<file path="src/rtl/matrix_pkg.sv">
// Shared definitions for the matrix loader and determinant datapath.
// Holds the packed-bus geometry, loader states and element offset mapping.
package matrix_pkg;

    localparam int ELEM_W   = 8;
    localparam int DIM      = 5;
    localparam int MATRIX_W = DIM * DIM * ELEM_W;

    typedef enum logic [1:0] {
        ST_IDLE,
        ST_LOAD,
        ST_DONE
    } load_state_e;

    // Bit offset of element[row][col] in a packed dim x dim bus of ew-bit elements.
    function automatic int unsigned elem_off(
        input int unsigned row,
        input int unsigned col,
        input int unsigned dim,
        input int unsigned ew
    );
        return row * dim * ew + col * ew;
    endfunction

endpackage

</file>
<file path="src/rtl/matrix_index_counter.sv">
// Row-major row/col walker for an N x N matrix.
// The column wraps at N-1 into the next row; last flags the final element.
module matrix_index_counter #(
    parameter int CW = 3
) (
    input  logic          clk,
    input  logic          reset,
    input  logic          clear_i,
    input  logic          advance_i,
    input  logic [CW-1:0] n_i,
    output logic [CW-1:0] row_o,
    output logic [CW-1:0] col_o,
    output logic          last_o
);

    logic [CW-1:0] row_q, row_d;
    logic [CW-1:0] col_q, col_d;
    logic [CW-1:0] n_last;

    assign n_last = n_i - CW'(1);

    // Next position: clear wins, otherwise step along the row and wrap.
    always_comb begin
        row_d = row_q;
        col_d = col_q;
        if (clear_i) begin
            row_d = '0;
            col_d = '0;
        end else if (advance_i) begin
            if (col_q == n_last) begin
                col_d = '0;
                row_d = row_q + CW'(1);
            end else begin
                col_d = col_q + CW'(1);
            end
        end
    end

    // Position registers.
    always_ff @(posedge clk) begin
        if (reset) begin
            row_q <= '0;
            col_q <= '0;
        end else begin
            row_q <= row_d;
            col_q <= col_d;
        end
    end

    assign row_o  = row_q;
    assign col_o  = col_q;
    assign last_o = (row_q == n_last) && (col_q == n_last);

endmodule

</file>
<file path="src/rtl/matrix_loader.sv">
// Streams row-major elements into a zero-filled packed DIM x DIM matrix.
// Holds the finished matrix with matrix_valid until the consumer acks it.
module matrix_loader #(
    parameter int ELEM_W = matrix_pkg::ELEM_W,
    parameter int DIM    = matrix_pkg::DIM
) (
    input  logic                      clk,
    input  logic                      reset,
    input  logic                      start,
    input  logic [2:0]                size,
    input  logic                      in_valid,
    input  logic [ELEM_W-1:0]         in_data,
    output logic                      in_ready,
    output logic [DIM*DIM*ELEM_W-1:0] matrix_out,
    output logic                      matrix_valid,
    input  logic                      matrix_ack,
    output logic                      busy,
    output logic                      size_err
);

    import matrix_pkg::*;

    localparam int         MW   = DIM * DIM * ELEM_W;
    localparam int         OW   = $clog2(MW);
    localparam logic [2:0] DIM3 = 3'(DIM);

    load_state_e   state_q, state_d;
    logic [2:0]    n_q, n_d;
    logic [MW-1:0] mat_q, mat_d;
    logic          err_q, err_d;

    logic          cnt_clear;
    logic          cnt_adv;
    logic [2:0]    row_w, col_w;
    logic          last_w;
    logic [OW-1:0] off_w;

    matrix_index_counter #(.CW(3)) u_idx (
        .clk       (clk),
        .reset     (reset),
        .clear_i   (cnt_clear),
        .advance_i (cnt_adv),
        .n_i       (n_q),
        .row_o     (row_w),
        .col_o     (col_w),
        .last_o    (last_w)
    );

    assign off_w = OW'(elem_off(32'(row_w), 32'(col_w), DIM, ELEM_W));

    // Next state, latched size, matrix write and error pulse.
    always_comb begin
        state_d   = state_q;
        n_d       = n_q;
        mat_d     = mat_q;
        err_d     = 1'b0;
        cnt_clear = 1'b0;
        cnt_adv   = 1'b0;
        unique case (state_q)
            ST_IDLE: begin
                if (start) begin
                    if (size != 3'd0 && size <= DIM3) begin
                        n_d       = size;
                        mat_d     = '0;
                        cnt_clear = 1'b1;
                        state_d   = ST_LOAD;
                    end else begin
                        err_d = 1'b1;
                    end
                end
            end
            ST_LOAD: begin
                if (in_valid) begin
                    cnt_adv = 1'b1;
                    mat_d[off_w +: ELEM_W] = in_data;
                    if (last_w) begin
                        state_d = ST_DONE;
                    end
                end
            end
            ST_DONE: begin
                if (matrix_ack) begin
                    state_d = ST_IDLE;
                end
            end
            default: state_d = ST_IDLE;
        endcase
    end

    // State and datapath registers.
    always_ff @(posedge clk) begin
        if (reset) begin
            state_q <= ST_IDLE;
            n_q     <= '0;
            mat_q   <= '0;
            err_q   <= 1'b0;
        end else begin
            state_q <= state_d;
            n_q     <= n_d;
            mat_q   <= mat_d;
            err_q   <= err_d;
        end
    end

    assign in_ready     = (state_q == ST_LOAD);
    assign matrix_valid = (state_q == ST_DONE);
    assign busy         = (state_q != ST_IDLE);
    assign size_err     = err_q;
    assign matrix_out   = mat_q;

endmodule

</file>
<file path="config.mk">
export PLATFORM = sky130hd
export DESIGN_NAME = matrix_loader
export DESIGN_NICKNAME = d
export VERILOG_FILES = /design/src/rtl/matrix_pkg.sv /design/src/rtl/matrix_index_counter.sv /design/src/rtl/matrix_loader.sv
export SDC_FILE = /design/constraint.sdc
export NUM_CORES = 1
export LEC_CHECK = 0
export ABC_AREA = 1
export ABC_CLOCK_PERIOD_IN_PS = 3000
export BUFFER_PORTS_ARGS = -buffer_cell sky130_fd_sc_hd__clkbuf_2
export CAP_MARGIN = 20
export CORE_AREA = 8 8 133 147
export CTS_BUF_LIST = sky130_fd_sc_hd__clkbuf_8 sky130_fd_sc_hd__clkbuf_16
export CTS_CLUSTER_SIZE = 10
export DETAILED_ROUTE_END_ITERATION = 10
export DIE_AREA = 0 0 141 155
export GPL_ROUTABILITY_DRIVEN = 0
export PLACE_DENSITY_LB_ADDON = 0.08
export SETUP_SLACK_MARGIN = 0.2
export SYNTH_ARGS = -nofsm -noshare
export SYNTH_HDL_FRONTEND = slang
export SYNTH_HIERARCHICAL = 1
export SYNTH_SLANG_ARGS = --single-unit
</file>
<file path="constraint.sdc">
create_clock -name clk -period 3 [get_ports clk]
set_input_delay 0.15 -clock clk [delete_from_list [all_inputs] [get_ports clk]]
set_output_delay 0.15 -clock clk [all_outputs]
set_load 0.03 [all_outputs]
</file>
==> results.ini <==
[grt]
grtUsageTotal_pct = 24.7
grt_first_pass_wirelength_um = 43800
antenna_found_initial = 0
overflow = 0
grt_start_max_net_pins = 97
grt_pass1_vias = 8320

[routing]
drc = 0
vias_per_cell = 5.20
wire_per_inst_um = 16.7
drtIter0Drc = 645
ant_nets = 0
wl_um = 28200
num_vias = 8801
dr.pass1.iters = 6

[logic_synthesis]
synth.distinct_cells = 37
ys_top_cells_by_area = dfxtp_1 48%, nand2_1 20%, a21oi_1 12%
yosys.area.top_type = dfxtp_1
yosysWarnings = 6
synth.top_cell.area_share_pct = 48.0
syn_nets = 1237
syn_area_sq_um = 8840
synthArstFlopShare_pct = 0
ys_seq_elements = 212
synth-edff-count = 0
ys_seq_area_share_pct = 48.0
ys.flop_type = dfxtp_1
avgSynthCellArea_sq_um = 7.30
syn_inst = 1211

[cells_and_area]
drive_above_1_share_pct = 27.2
diodes = 0
nets = 1477
n_fill_cell = 1579
syn_to_final_growth_pct = 26.9
final_cells = 1691
utilization_pct = 64.9

[power_and_ir_drop]
ir_drop_v = 0.000366
pwr_density_cell_nw_per_um2 = 539
p_leak_nw = 4.64

[setup_path]
max_stage_delay_ns = 0.47
critPathTopFamily = adder cells
required_ns = 3.45
crit_type = flip-flop to flip-flop
cpMaxStageDelayCell = fa_1
worstPathCellList = ha_2 -> fa_1 -> inv_1 -> ha_1 -> inv_1 -> nor2_4 -> inv_2 -> nand2_8 -> buf_4 -> nor4_1 -> buf_4 -> nand3_1 -> a21oi_1
worst-path-buf-inv = 5
startpoint_type = flip-flop
arrival_ns = 3.19
crit_fanout = 17
critPathCaptureType = flip-flop

[status]
status = finished clean

[floorplan]
die_area_sq_um = 21900
start_util_pct = 51.1
ioPinCount = 220
core_sq_um = 17300
dieHeight_um = 155
rows = 51
dieWidth_um = 141

[run]
cap_viol_max_count = 0

[sta]
setup_viol = 0
fin_crit_ns = 2.74
max_slew_margin_pct = 50.9
max_slew.worst_pin.slew_ns = 0.737
post-route-period-util_pct = 91.4
setup_tns_ns = 0
rsz0062_at_grt = yes
hold_slack_ns = 0.0277
finalMaxSlewViolations = 0
hold_viol = 0
max_freq_mhz = 365
finClkSkew_ns = 0.0173

[place]
placed_cells = 1654
port_buffers = 219
hpwl_um = 19900

[cts]
h-tree-depth = 1
cts_tree = built
cts_sinks = 212
path_clk_slew_ns = 0.05
cts_made_buffers = 25
root_buffer = clkbuf_16
clk_latency_ns = 0.52
clockBufferDepth = 3

[min_path]
hold_path.class = primary input to flip-flop

==> metal layers <==
layer / share of wire, % / track usage (%) / vias to the layer above / wire length, um
met1: 42 / 30.8 / 4019 / 11900
met3: 9.5 / 7.66 / 52 / 2680
li1: - / - / 4396 / -
met4: 2.7 / 7.48 / 0 / 749
met5: 0 / 0 / - / 0
met2: 46 / 40.0 / 334 / 12900
==> area by class of cell <==
class	instances	area, sq um	share of cell area (%)
clock buffers	26	639	5.70
well taps	238	298	2.66
clock inverters	3	18.8	0.167
multi-input cells	875	4250	37.9
flip-flops and latches	212	4250	37.9
inverters	74	285	2.54
repair buffers	263	1480	13.2
==> sequential cells by signal, summed over array words and instances, names as in the netlist <==
register / flops
u_idx/col_o: 3
u_idx/row_o: 3
state_q: 2
size_err: 1
matrix_out: 200
n_q: 3
==> cell usage in the layout, fill, tap and decap left out, types with 2 or more instances in the layout <==
master and instances:
a21oi_1 205, buf_12 3, buf_4 37, clkbuf_16 25, clkbuf_2 218, clkinv_1 2
clkinv_2 2, dfxtp_1 211, dlygate4sd3_1 4, ha_1 7, inv_1 47, inv_2 22
inv_4 3, nand2_1 449, nand2_2 33, nand2_4 5, nand3_1 71, nand3_2 3
nand3_4 2, nand4_1 5, nor2_1 27, nor2_2 7, nor2_4 11, nor3_1 11
nor3_2 4, nor4_1 8, nor4_2 6, o21ai_0 2, o21ai_2 2, o21ai_4 3
xor2_1 4
==> through the flow <==
stage               setup WS, ns  area, sq um  total power, mW
floorplan                  0.559         8840             3.34
global route               0.121        11200             6.24
finish                     0.258        11200             6.05
global placement           0.192        10300             3.49
CTS                        0.212        11000             6.05
detailed placement         0.170        10300             3.50
==> cells in the mapped netlist (4+ instances only) <==
| master | instances |
|---|---|
| nand3_1 | 73 |
| nor3_2 | 4 |
| dfxtp_1 | 212 |
| nand2_2 | 11 |
| nand4_1 | 5 |
| inv_1 | 54 |
| inv_2 | 17 |
| nor4_1 | 10 |
| nor3_1 | 11 |
| nand2_4 | 4 |
| nor4_2 | 4 |
| buf_2 | 15 |
| nor2_1 | 31 |
| nor2_2 | 6 |
| clkbuf_1 | 31 |
| xor2_1 | 4 |
| ha_1 | 9 |
| nand2_1 | 473 |
| a21oi_1 | 205 |
| nor2_4 | 8 |
==> kinds of logic (layout without fill, tap and decap cells) <==
| logic type | Yosys count | in the layout | share of synthesized area [%] |
|---|---|---|---|
| buffers and inverters | 124 | 366 | 5.64 |
| DFF | 212 | 212 | 48.0 |
| AOI/OAI and AO/OA | 215 | 215 | 12.5 |
| and+or+nand+nor | 645 | 645 | 31.8 |
| xor gates and xnor gates | 4 | 4 | 0.396 |
| muxes | 1 | 1 | 0.113 |
| adders and majority gates | 10 | 10 | 1.50 |
==> power breakdown <==
group / leakage (nW) / switching (mW) / internal [mW] / total [mW]
Combinational: 2.60 / 0.504 / 0.143 / 0.646
Clock: 0.328 / 1.07 / 1.49 / 2.56
Sequential: 1.71 / 0.00966 / 2.83 / 2.84
Total: 4.64 / 1.58 / 4.46 / 6.05
==> path summary, 6_finish.rpt <==
check / startpoint / to / slack [ns] / cells after the start
worst max-delay path: u_idx/col_o[0]$_SDFFE_PP0P_ / matrix_out[155]$_SDFFE_PP0P_ / 0.26 / 13
worst min-delay path: in_data[4] / matrix_out[148]$_SDFFE_PP0P_ / 0.03 / 5
worst max register to register: u_idx/col_o[0]$_SDFFE_PP0P_ / matrix_out[155]$_SDFFE_PP0P_ / 0.26 / 13
worst min register to register: matrix_out[157]$_SDFFE_PP0P_ / matrix_out[157]$_SDFFE_PP0P_ / 0.46 / 2
==> what timing repair did <==
item                                   in CTS  in global routing
pin swaps                                   1                  4
endpoints found under the hold margin       4                  0
hold buffers                                4                  0
setup buffers                               0                  4
gates cloned                                0                  0
setup endpoints to repair                  13                200
resized for setup                           2                 51
==> worst reg2reg max path: cells and delay by family, from the launching register on <==
family / cells / cell delay, ns
adders and majority gates: 3 / 0.84
buffers and inverters: 5 / 0.69
and+or+nand+nor: 4 / 0.66
DFF: 1 / 0.33
AOI/OAI and AO/OA: 1 / 0.16
Power figures use the tool's default switching activity.
